<file path="src/rtl/inst_fetch_unit.sv">
// -----------------------------------------------------------------------------
// inst_fetch_unit
//   Single-outstanding-request instruction fetch stage. Issues a read to the
//   instruction memory, presents the returned word to the decode stage and
//   follows redirects from the next-PC logic. A redirect that arrives while a
//   read is outstanding marks the in-flight word stale so it is dropped on ack.
//
//   Optional feature: define FETCH_MISALIGN_TRAP_EN to trap redirects whose
//   target is not word aligned (sticky fetch_misalign, fetch halts until rst).
//   Without it the low two target bits are cleared and fetch_misalign is 0.
//
// Parameters
//   RESET_PC        first fetch address after reset
// Ports
//   clk             clock, all state on rising edge
//   rst             synchronous active-high reset
//   redirect_valid  taken branch/jump this cycle
//   redirect_addr   branch/jump target
//   stall           downstream not consuming the presented instruction
//   imem_req        memory read request
//   imem_addr       memory read address (stable while imem_req=1)
//   imem_ack        memory returns data this cycle
//   imem_rdata      returned instruction word
//   inst_valid      inst/inst_addr hold a fetched instruction
//   inst            fetched instruction word
//   inst_addr       address of inst
//   pc_plus4        inst_addr + 4 (wraps modulo 2^32)
//   fetch_misalign  sticky misaligned-redirect flag
// -----------------------------------------------------------------------------
module inst_fetch_unit #(
  parameter logic [31:0] RESET_PC = 32'h0000_0000
) (
  input  logic        clk,
  input  logic        rst,
  input  logic        redirect_valid,
  input  logic [31:0] redirect_addr,
  input  logic        stall,
  output logic        imem_req,
  output logic [31:0] imem_addr,
  input  logic        imem_ack,
  input  logic [31:0] imem_rdata,
  output logic        inst_valid,
  output logic [31:0] inst,
  output logic [31:0] inst_addr,
  output logic [31:0] pc_plus4,
  output logic        fetch_misalign
);

`ifdef FETCH_MISALIGN_TRAP_EN
  typedef enum logic [1:0] {S_REQ, S_HOLD, S_HALT} state_e;
`else
  typedef enum logic [1:0] {S_REQ, S_HOLD} state_e;
`endif

  state_e      state_q;
  logic [31:0] pc_q;
  logic [31:0] imem_addr_q;
  logic        imem_req_q;
  logic        inst_valid_q;
  logic [31:0] inst_q;
  logic [31:0] inst_addr_q;
  logic        discard_q;
  logic [31:0] tgt_d;
  logic [31:0] restart_d;
`ifdef FETCH_MISALIGN_TRAP_EN
  logic        misalign_q;
  logic        addr_bad_d;
`endif

  always_comb begin
`ifdef FETCH_MISALIGN_TRAP_EN
    tgt_d      = redirect_addr;
    addr_bad_d = redirect_valid && (redirect_addr[1:0] != 2'b00);
`else
    tgt_d      = redirect_addr & ~32'h3;
`endif
    // Address to fetch after a dropped word: a same-cycle redirect beats the
    // target already captured in pc.
    restart_d  = redirect_valid ? tgt_d : pc_q;
  end

  always_ff @(posedge clk) begin
    if (rst) begin
      state_q      <= S_REQ;
      pc_q         <= RESET_PC;
      imem_addr_q  <= RESET_PC;
      imem_req_q   <= 1'b0;
      inst_valid_q <= 1'b0;
      inst_q       <= 32'h0;
      inst_addr_q  <= RESET_PC;
      discard_q    <= 1'b0;
`ifdef FETCH_MISALIGN_TRAP_EN
      misalign_q   <= 1'b0;
`endif
    end else begin
      case (state_q)
        S_REQ: begin
          if (!imem_req_q) begin
            // First cycle out of reset: start the request (acks ignored here).
`ifdef FETCH_MISALIGN_TRAP_EN
            if (addr_bad_d) begin
              misalign_q <= 1'b1;
              state_q    <= S_HALT;
            end else
`endif
            begin
              pc_q        <= restart_d;
              imem_addr_q <= restart_d;
              imem_req_q  <= 1'b1;
            end
          end else if (imem_ack) begin
            if (discard_q || redirect_valid) begin
              discard_q <= 1'b0;
`ifdef FETCH_MISALIGN_TRAP_EN
              if (misalign_q || addr_bad_d) begin
                misalign_q <= 1'b1;
                imem_req_q <= 1'b0;
                state_q    <= S_HALT;
              end else
`endif
              begin
                // Stale word dropped; keep requesting at the new target.
                pc_q        <= restart_d;
                imem_addr_q <= restart_d;
              end
            end else begin
              inst_q       <= imem_rdata;
              inst_addr_q  <= imem_addr_q;
              inst_valid_q <= 1'b1;
              pc_q         <= imem_addr_q + 32'd4;
              imem_req_q   <= 1'b0;
              state_q      <= S_HOLD;
            end
          end else if (redirect_valid) begin
            // Request must stay stable until ack; remember the target only.
            pc_q      <= tgt_d;
            discard_q <= 1'b1;
`ifdef FETCH_MISALIGN_TRAP_EN
            if (addr_bad_d) misalign_q <= 1'b1;
`endif
          end
        end
        S_HOLD: begin
          if (redirect_valid) begin
            inst_valid_q <= 1'b0;
`ifdef FETCH_MISALIGN_TRAP_EN
            if (addr_bad_d) begin
              misalign_q <= 1'b1;
              state_q    <= S_HALT;
            end else
`endif
            begin
              pc_q        <= tgt_d;
              imem_addr_q <= tgt_d;
              imem_req_q  <= 1'b1;
              state_q     <= S_REQ;
            end
          end else if (!stall) begin
            inst_valid_q <= 1'b0;
            imem_addr_q  <= pc_q;
            imem_req_q   <= 1'b1;
            state_q      <= S_REQ;
          end
        end
        default: state_q <= state_q;
      endcase
    end
  end

  assign imem_req   = imem_req_q;
  assign imem_addr  = imem_addr_q;
  assign inst_valid = inst_valid_q;
  assign inst       = inst_q;
  assign inst_addr  = inst_addr_q;
  assign pc_plus4   = inst_addr_q + 32'd4;
`ifdef FETCH_MISALIGN_TRAP_EN
  assign fetch_misalign = misalign_q;
`else
  assign fetch_misalign = 1'b0;
`endif

endmodule

</file>
<file path="config.mk">
export PLATFORM = sky130hd
export DESIGN_NAME = inst_fetch_unit
export DESIGN_NICKNAME = d
export VERILOG_FILES = /design/src/rtl/inst_fetch_unit.sv
export SDC_FILE = /design/constraint.sdc
export NUM_CORES = 1
export LEC_CHECK = 0
export CORE_UTILIZATION = 35
export CTS_CLUSTER_DIAMETER = 50
export CTS_CLUSTER_SIZE = 8
export DETAILED_ROUTE_END_ITERATION = 6
export PLACE_DENSITY = 0.71
export SYNTH_ARGS = -nofsm -noshare
export SYNTH_HDL_FRONTEND = slang
export SYNTH_SLANG_ARGS = --single-unit
</file>
<file path="constraint.sdc">
create_clock -name clk -period 1.6 [get_ports clk]
set_input_delay 0.16 -clock clk [delete_from_list [all_inputs] [get_ports clk]]
set_output_delay 0.16 -clock clk [all_outputs]
set_load 0.02 [all_outputs]
</file>
### Yosys cells after proc, flatten, opt, wreduce, memory -nomap -nowiden

Cells that the tools add are included.

| storage, ports and cells | value |
|---|---|
| input bits | 69 |
| output and inout port bits | 131 |
| bits in registers | 133 |
| logic and storage cells | 60 |

| cells by class | value |
|---|---|
| muxes and demuxes | 32 |
| bitwise operators | 1 |
| add/subtract/negate cells | 2 |
| reduce and logical (&&, ||, !) cells | 9 |
| equal/unequal tests | 8 |

Operators by type and width:

| operator | number |
|---|---|
| 32-bit two-way mux | 9 |
| 32-bit one-hot mux with 2 select lines | 2 |
| 32-bit by 3-bit adder with 32-bit output, second input constant | 2 |
| 1-bit two-way mux | 13 |
| 4-bit AND reduction | 3 |
| 2-bit two-way mux | 5 |
| 3-bit != test, second input constant | 3 |
| 2-bit != test, second input constant | 3 |
| 5-bit AND reduction | 1 |
| 1-bit one-hot mux with 2 select lines | 2 |
| 2-bit one-hot mux with 2 select lines | 1 |
| 2-bit nonzero test | 2 |
| 2-bit by 1-bit == test with 1-bit output, second input constant | 1 |
| 2-bit zero test | 1 |
| 2-bit by 1-bit != test with 1-bit output, second input constant | 1 |
| 2-bit AND reduction | 1 |
| 1-bit logical OR | 1 |
| 1-bit inverter | 1 |

### Logic depth before layout (Yosys ltp)

Gate-level depths: netlist of run 1.

| logic depth | value |
|---|---|
| depth in word-level cells | 5 |
| gate-level depth with buffers | 7 |
| gate-level depth less buffers | 6 |

### Least setup slack after synthesis of run 1

No wires, ideal clock.

| path | value |
|---|---|
| path type | register to output |
| from | register inst_addr_q[11] (netlist: inst_addr[11]) |
| to | output pc_plus4[27] |
| path slack | -0.436 ns |
| required time | 1.440 ns |
| path buffers | 0 |
| data arrival time | 1.876 ns |
| stages on the path, launching flop included | 6 |
| cell sequence | dfxtp_1 > and4_1 > nand4_1 > nor3_1 > nand3_1 > xnor2_1 |

| on the way | value |
|---|---|
| longest elaborated chain between the ends | 1 |

Ends and longest elaborated chain:

| item | line | RTL |
|---|---|---|
| start, declared | 61 | `logic [31:0] inst_addr_q;` |
| start signal, assigned | 128 | `inst_addr_q <= imem_addr_q;` |
| 32-bit by 3-bit adder with 32-bit output | 175 | `assign pc_plus4 = inst_addr_q + 32'd4;` |
| end, declared | 45 | `output logic [31:0] pc_plus4,` |

No other way between the ends.

### Worst setup path after layout of run 1

| path | value |
|---|---|
| from | register inst_addr_q[13] (netlist: inst_addr[13]) |
| to | output pc_plus4[26] |

The elaborated chain is that of the path after synthesis.

==> results of run 1 <==
registers in the layout, summed over array words and instances, names as in the netlist:
signal and flops:
discard_q 1, imem_addr 32, imem_req 1, inst 32
inst_addr 32, inst_valid 1, pc_q 32
through the flow:
stage                     setup WS (ps)  hold slack (ps)
final                              -578              104
after global routing               -651              119
after CTS                          -519             86.1
after detailed placement           -618              448
after global placement             -634              440
after floorplan                    -117              257
logic make-up (layout without fill, tap and decap cells):
family,after synthesis,in the layout
DFF,131,131
buffers and inverters,58,348
xor gates and xnor gates,53,53
and+or+nand+nor,307,307
adders and majority gates,2,2
muxes,23,23
other,1,1
AOI/OAI and AO/OA,159,159
placed cells by master, fill, tap and decap left out, types with 6 or more instances in the layout:
cell and count:
nand3_2 12, xnor2_1 6, buf_12 9, nand4_1 13, dfxtp_1 86, a211oi_1 29, buf_4 117, xnor2_2 19
a2111oi_2 6, nand2_2 7, nor3_1 8, a21o_1 12, nor2_1 48, clkdlybuf4s50_1 99, xor2_1 24, dfxtp_4 15
buf_6 16, clkbuf_16 19, a21oi_1 91, nor2_4 7, nand3_1 9, nand3_4 7, dlygate4sd2_1 64, dfxtp_2 30
mux2i_1 23, nand2_1 158
power by group through the flow:
| stage | logic, mW | registers, mW | clock network, mW |
|---|---|---|---|
| 4_1_cts | 1.49 | 3.56 | 3.68 |
| 2_1_floorplan | 0.589 | 3.82 | 0 |
| 6_report | 1.50 | 3.57 | 3.61 |
| 5_1_grt | 1.63 | 3.59 | 3.83 |
| 3_5_place_dp | 1.55 | 3.63 | 0 |
| 3_3_place_gp | 1.54 | 3.62 | 0 |
how the worst max path moves through the flow:
stage                              from      endpoint  slack (ps)
after floorplan           inst_addr[11]  pc_plus4[29]        -120
after global placement    inst_addr[14]  pc_plus4[30]        -630
after detailed placement   inst_addr[7]  pc_plus4[14]        -620
after CTS                 inst_addr[13]  pc_plus4[25]        -520
after global routing      inst_addr[13]  pc_plus4[26]        -650
final                     inst_addr[13]  pc_plus4[26]        -580
repair_timing:
action | in CTS | in global routing
hold buffers | 0 | 0
resized for setup | 255 | 38
pin swaps | 40 | 41
endpoints found under the setup margin | 104 | 74
buffers inserted | 6 | 8
hold endpoints to repair | 0 | 0
routing by layer:
layer / wire length (microns) / share of wire [%]
met1: 8260 / 44
met2: 8800 / 47
met3: 1410 / 7.5
met4: 272 / 1.5
met5: 0 / 0
final cells by class:
| cell class | instances | area share, % |
|---|---|---|
| Clock inverter | 8 | 0.484 |
| Inverter | 5 | 0.186 |
| Tap cell | 220 | 2.73 |
| Clock buffer | 24 | 5.00 |
| Sequential cell | 131 | 27.0 |
| Multi-Input combinational cell | 545 | 36.5 |
| Timing Repair Buffer | 311 | 28.2 |
worst max-delay path, stage by stage (launching register included):
cell,delay [ps]
dfxtp_4,340
and4_4,220
nand4_1,210
buf_6,220
nor3_4,200
nand2_2,100
xnor2_2,150
buf_4,150
==> impl_metrics.csv, run 1 <==
group,metric,value,unit
route,ant_nets,0,
power,p_total,8.69,mW
route,drt_iter0_markers,305,
placement,place_area,0.00919,sq mm
global_route,grt_max_degree,80,
hold_path,hold_class,"in2reg",
sta,skew,8.24,ps
synthesis,synthMuxAreaShare,3.79,%
die,die_h,134,microns
synthesis,synthCells,734,
hold_path,hp-start,"rst",
synthesis,synth.most_common_cell,"nand2_1",
global_route,met1_usage,26.3,%
cts,cts_root_buf,"clkbuf_16",
die,pin_count,200,
cells_and_area,drive_gt1_share,29.9,%
synthesis,synth_top_area_share,43.2,%
power,swShare,27.1,%
power,static-leakage-power,4.32,nW
setup_path,r2r_cells,7,
synthesis,ys_seq_elements,131,
cts,clkTransAtPathRegs,50,ps
global_route,busiest_layer,"met2",
die,core,0.0168,sq mm
cts,clk_latency,420,ps
sta,fin_crit,2180,ps
cts,cts.path.max_buffers,2,
sta,setup_violations,29,
global_route,overflow,0,
sta,setup_ws,-578,ps
route,post-route-drc-count,0,
cells_and_area,multiInputGateArea,0.00368,sq mm
synthesis,synth-xor-area-share,7.65,%
global_route,first_global_vias,5892,
power,p_sw,2.35,mW
route,viasPerCell,4.96,
synthesis,syn_nets,805,
global_route,grt_pass1_wl,29900,microns
sta,final-hold-violation-count,0,
global_route,met3_usage,7.53,%
setup_path,worst-setup-path-type,"reg2out",
synthesis,synth_warnings,0,
sta,fin_crit_sh,136,%
cells_and_area,final_cells,1244,
placement,portBuffers,196,
synthesis,synth_area,0.00607,sq mm
synthesis,synthSimpleGateAreaFrac,23.4,%
synthesis,ys_types,50,
synthesis,synth_edf_count,0,
cells_and_area,nFillCells,1461,
global_route,grt_usage,21.2,%
route,drt_wl_total,18700,microns
sta,setup_tns,-10290,ps
placement,hpwlAfterDp,13100,microns
sta,slew_violations,0,
flow_run,maxCapViolCount,0,
power,pwr-share-seq,41.1,%
power,pwr-share-clk,41.6,%
die,die_area,0.0179,sq mm
placement,dp_cells,1201,
setup_path,worstReg2RegEnd,"pc_q[24]",
setup_path,critPathArrivalTime,2020,ps
placement,place_congestion,0.806,
sta,max_clock_freq,459,MHz
power,power.internal,6.33,mW
cells_and_area,fin_area,0.0101,sq mm
route,dr.pass1.iters,4,
cts,cts_made_buffers,17,
cts,cts_tree,"yes",
hold_path,holdPathStages,2,
cells_and_area,register_area,0.00272,sq mm
setup_path,r2r_setup_slack,-40,ps
global_route,grt_util_met2,34.1,%
setup_path,cp-start-kind,"flop",
die,placementRows,47,
cts,ctsHtreeMaxLevel,4,
cts,clock-sinks,131,
outcome,outcome,"finished, violations left",
synthesis,syn_area_per_cell,8.27,sq um
cells_and_area,antennaDiodeCount,0,
synthesis,synth-adder-area-share,0.412,%
power,combPwrFrac,17.3,%
setup_path,cp_data_required_time,1440,ps
die,initial_core_util,36.2,%
synthesis,synth_compound_area_share,16.7,%
global_route,antenna_found_initial,0,
route,wl_per_cell,15.1,microns
synthesis,synth_seq_area_share,43.2,%
synthesis,synth_area_leaders,"dfxtp_1 (43%), nand2_1 (10%), a21oi_1 (7.5%)",
cells_and_area,fin_util,60.1,%
synthesis,synth-async-reset-ratio,0,%
synthesis,ys.flop_type,"dfxtp_1",
synthesis,synth_top_family_by_area,"simple AND/OR/NAND/NOR gates",
synthesis,synth_area_leader_cell,"dfxtp_1",
power,ir_drop,641,uV
hold_path,min_to,"pc_q[2]",
cells_and_area,fin_nets,1082,
setup_path,cp-end-kind,"output port",
route,num_vias,6166,
cells_and_area,area_growth,66.0,%
die,die_w,134,microns
outcome,violations,"setup timing",
setup_path,crit_fanout,3,
sta,rsz0062_at_grt,"true",
power,power_density,862,mW/mm^2
synthesis,synth_commonest_cells,"nand2_1 (167), dfxtp_1 (131), a21oi_1 (91), nor2_1 (54), clkbuf_1 (36)",
setup_path,r2r_start,"imem_addr[20]",
(Power assumes the default switching activity.)
==> inputs of run 2 (changes only) <==
- PLACE_DENSITY: 0.71 -> 0.69
- clock period: 1.6 -> 2.5 ns (I/O delays scaled with it)
==> impl_metrics.csv, run 2 (synthesis gave the netlist of run 1 again) <==
group,metric,value,unit
setup_path,worst-setup-path-type,"reg2out",
hold_path,hold_class,"in2reg",
power,swShare,26.0,%
cts,clk_latency,410,ps
setup_path,path_depth,6,
sta,slew_violations,0,
sta,final-hold-violation-count,0,
cts,ctsHoldBuffers,0,
power,combPwrFrac,15.2,%
setup_path,critPathBufInv,1,
flow_run,maxCapViolCount,0,
placement,hpwlAfterDp,11800,microns
die,die_w,134,microns
global_route,overflow,0,
setup_path,crit_chain,"and4_1 -> nand3_2 -> nor2_1 -> nand2_1 -> xnor2_1 -> clkdlybuf4s50_1",
sta,rsz0062_at_grt,"true",
route,drt_iter0_markers,353,
die,pin_count,200,
power,p_sw,1.49,mW
outcome,violations,"setup timing",
global_route,antenna_found_initial,2,
setup_path,r2r_cells,6,
die,die_h,134,microns
route,ant_nets,0,
power,static-leakage-power,3.49,nW
outcome,outcome,"finished, violations left",
setup_path,cp-end-kind,"output port",
sta,setup_violations,1,
sta,whs,256,ps
cells_and_area,mostFrequentLayoutCell,"clkdlybuf4s50_1",
global_route,grt_usage,19.5,%
route,num_vias,5838,
die,placementRows,47,
cells_and_area,area_growth,48.9,%
setup_path,r2r_start,"imem_addr[3]",
die,initial_core_util,36.2,%
cts,cts_tree,"yes",
power,pwr-share-clk,44.5,%
die,die_area,0.0179,sq mm
cts,ctsHtreeMaxLevel,4,
cts,cts_made_buffers,17,
cts,clock-sinks,131,
setup_path,startpoint,"inst_addr[7]",
setup_path,crit_path_top_delay_cell,"clkdlybuf4s50_1",
cells_and_area,drive_gt1_share,12.0,%
global_route,first_global_vias,5531,
setup_path,slowest_delay,620,ps
cells_and_area,final_cells,1172,
cts,cts.path.max_buffers,2,
route,wl_per_cell,14.6,microns
hold_path,holdPathStages,2,
cells_and_area,antennaDiodeCount,0,
sta,skew,6.95,ps
sta,setup_ws,-27.7,ps
power,pwr-share-seq,40.3,%
sta,fin_crit_sh,101,%
route,dr.pass1.iters,5,
route,post-route-drc-count,0,
placement,dp_cells,1138,
die,core,0.0168,sq mm
power,power_density,634,mW/mm^2
cts,cts_root_buf,"clkbuf_16",
cells_and_area,final_cell_mix,"clkdlybuf4s50_1 (174), nand2_1 (166), dfxtp_1 (130), a21oi_1 (91), nor2_1 (51)",
setup_path,crit_family,"simple AND/OR/NAND/NOR gates",
global_route,grt_pass1_wl,27700,microns
setup_path,cp_data_required_time,2250,ps
placement,place_congestion,0.809,
power,power.internal,4.24,mW
power,ir_drop,418,uV
sta,fin_crit,2530,ps
global_route,grt_max_degree,65,
setup_path,cp-start-kind,"flop",
sta,max_clock_freq,396,MHz
route,viasPerCell,4.98,
placement,portBuffers,196,
route,drt_wl_total,17100,microns
setup_path,crit_fanout,4,
cts,clkTransAtPathRegs,60,ps
hold_path,hp-start,"rst",
setup_path,critPathArrivalTime,2280,ps
cells_and_area,fin_nets,1010,
-- run 2: cell types whose count changed in the layout (fill, tap and decap cells not counted), sizes merged, moves of 2 or more --
cell / change
clkinv: +2
buf: -98
dlygate4sd2: -58
dlymetal6s2s: +6
bufinv: +3
clkdlybuf4s50: +75
-- run 2: final timing paths --
kind             endpoint  slack (ps)
max          pc_plus4[20]         -30
max reg2reg      pc_q[26]         510
min reg2reg      inst[14]         450
min              inst[29]         260
-- run 2: worst reg2reg max path, cell delays in order (launching register included) --
cell and delay, ps:
dfxtp_1 510, ha_1 320, nand2_1 170, nor3_4 190, nand3_1 140, xor2_1 180
a2111oi_2 360
-- run 2: power by group through the flow --
stage | clock network [mW] | registers, mW | logic (mW)
floorplan | 0 | 2.44 | 0.369
global placement | 0 | 2.35 | 0.868
detailed placement | 0 | 2.35 | 0.877
CTS | 2.61 | 2.31 | 0.878
global route | 2.70 | 2.32 | 0.942
finish | 2.55 | 2.31 | 0.871
-- run 2: layout make-up --
type | instances | area, sq um
Clock buffer | 19 | 453
Clock inverter | 13 | 158
Tap cell | 220 | 275
Multi-Input combinational cell | 545 | 3200
Fill cell | 1614 | 7720
Inverter | 5 | 18.8
Timing Repair Buffer | 239 | 2310
Sequential cell | 131 | 2620
-- run 2: per-layer routing --
layer | global-route usage, % | vias up | routed length, microns
met3 | 6.20 | 25 | 1270
met4 | 7.45 | 4 | 275
met5 | 0 | - | 27
met2 | 30.8 | 189 | 7750
li1 | - | 2947 | -
met1 | 24.6 | 2673 | 7780
-- run 2: stage by stage --
| stage | area, sq um | setup WS [ps] | setup TNS [ps] | util [%] | power (mW) |
|---|---|---|---|---|---|
| 6_report | 9040 | -27.7 | -27.7 | 53.9 | 5.73 |
| 5_1_grt | 9040 | -118 | -118 | 53.9 | 5.97 |
| 4_1_cts | 9020 | -146 | -694 | 53.8 | 5.80 |
| 3_5_place_dp | 8400 | 154 | 0 | 50.1 | 3.23 |
| 3_3_place_gp | 8400 | 175 | 0 | 50.1 | 3.21 |
| 2_1_floorplan | 6070 | 374 | 0 | - | 2.80 |
-- run 2: timing repair --
| item | CTS | global route |
|---|---|---|
| gates cloned | 0 | 0 |
| pin swaps | 1 | 1 |
| gates resized for setup | 20 | 30 |
| setup endpoints to repair | 21 | 14 |
| setup buffers | 0 | 2 |
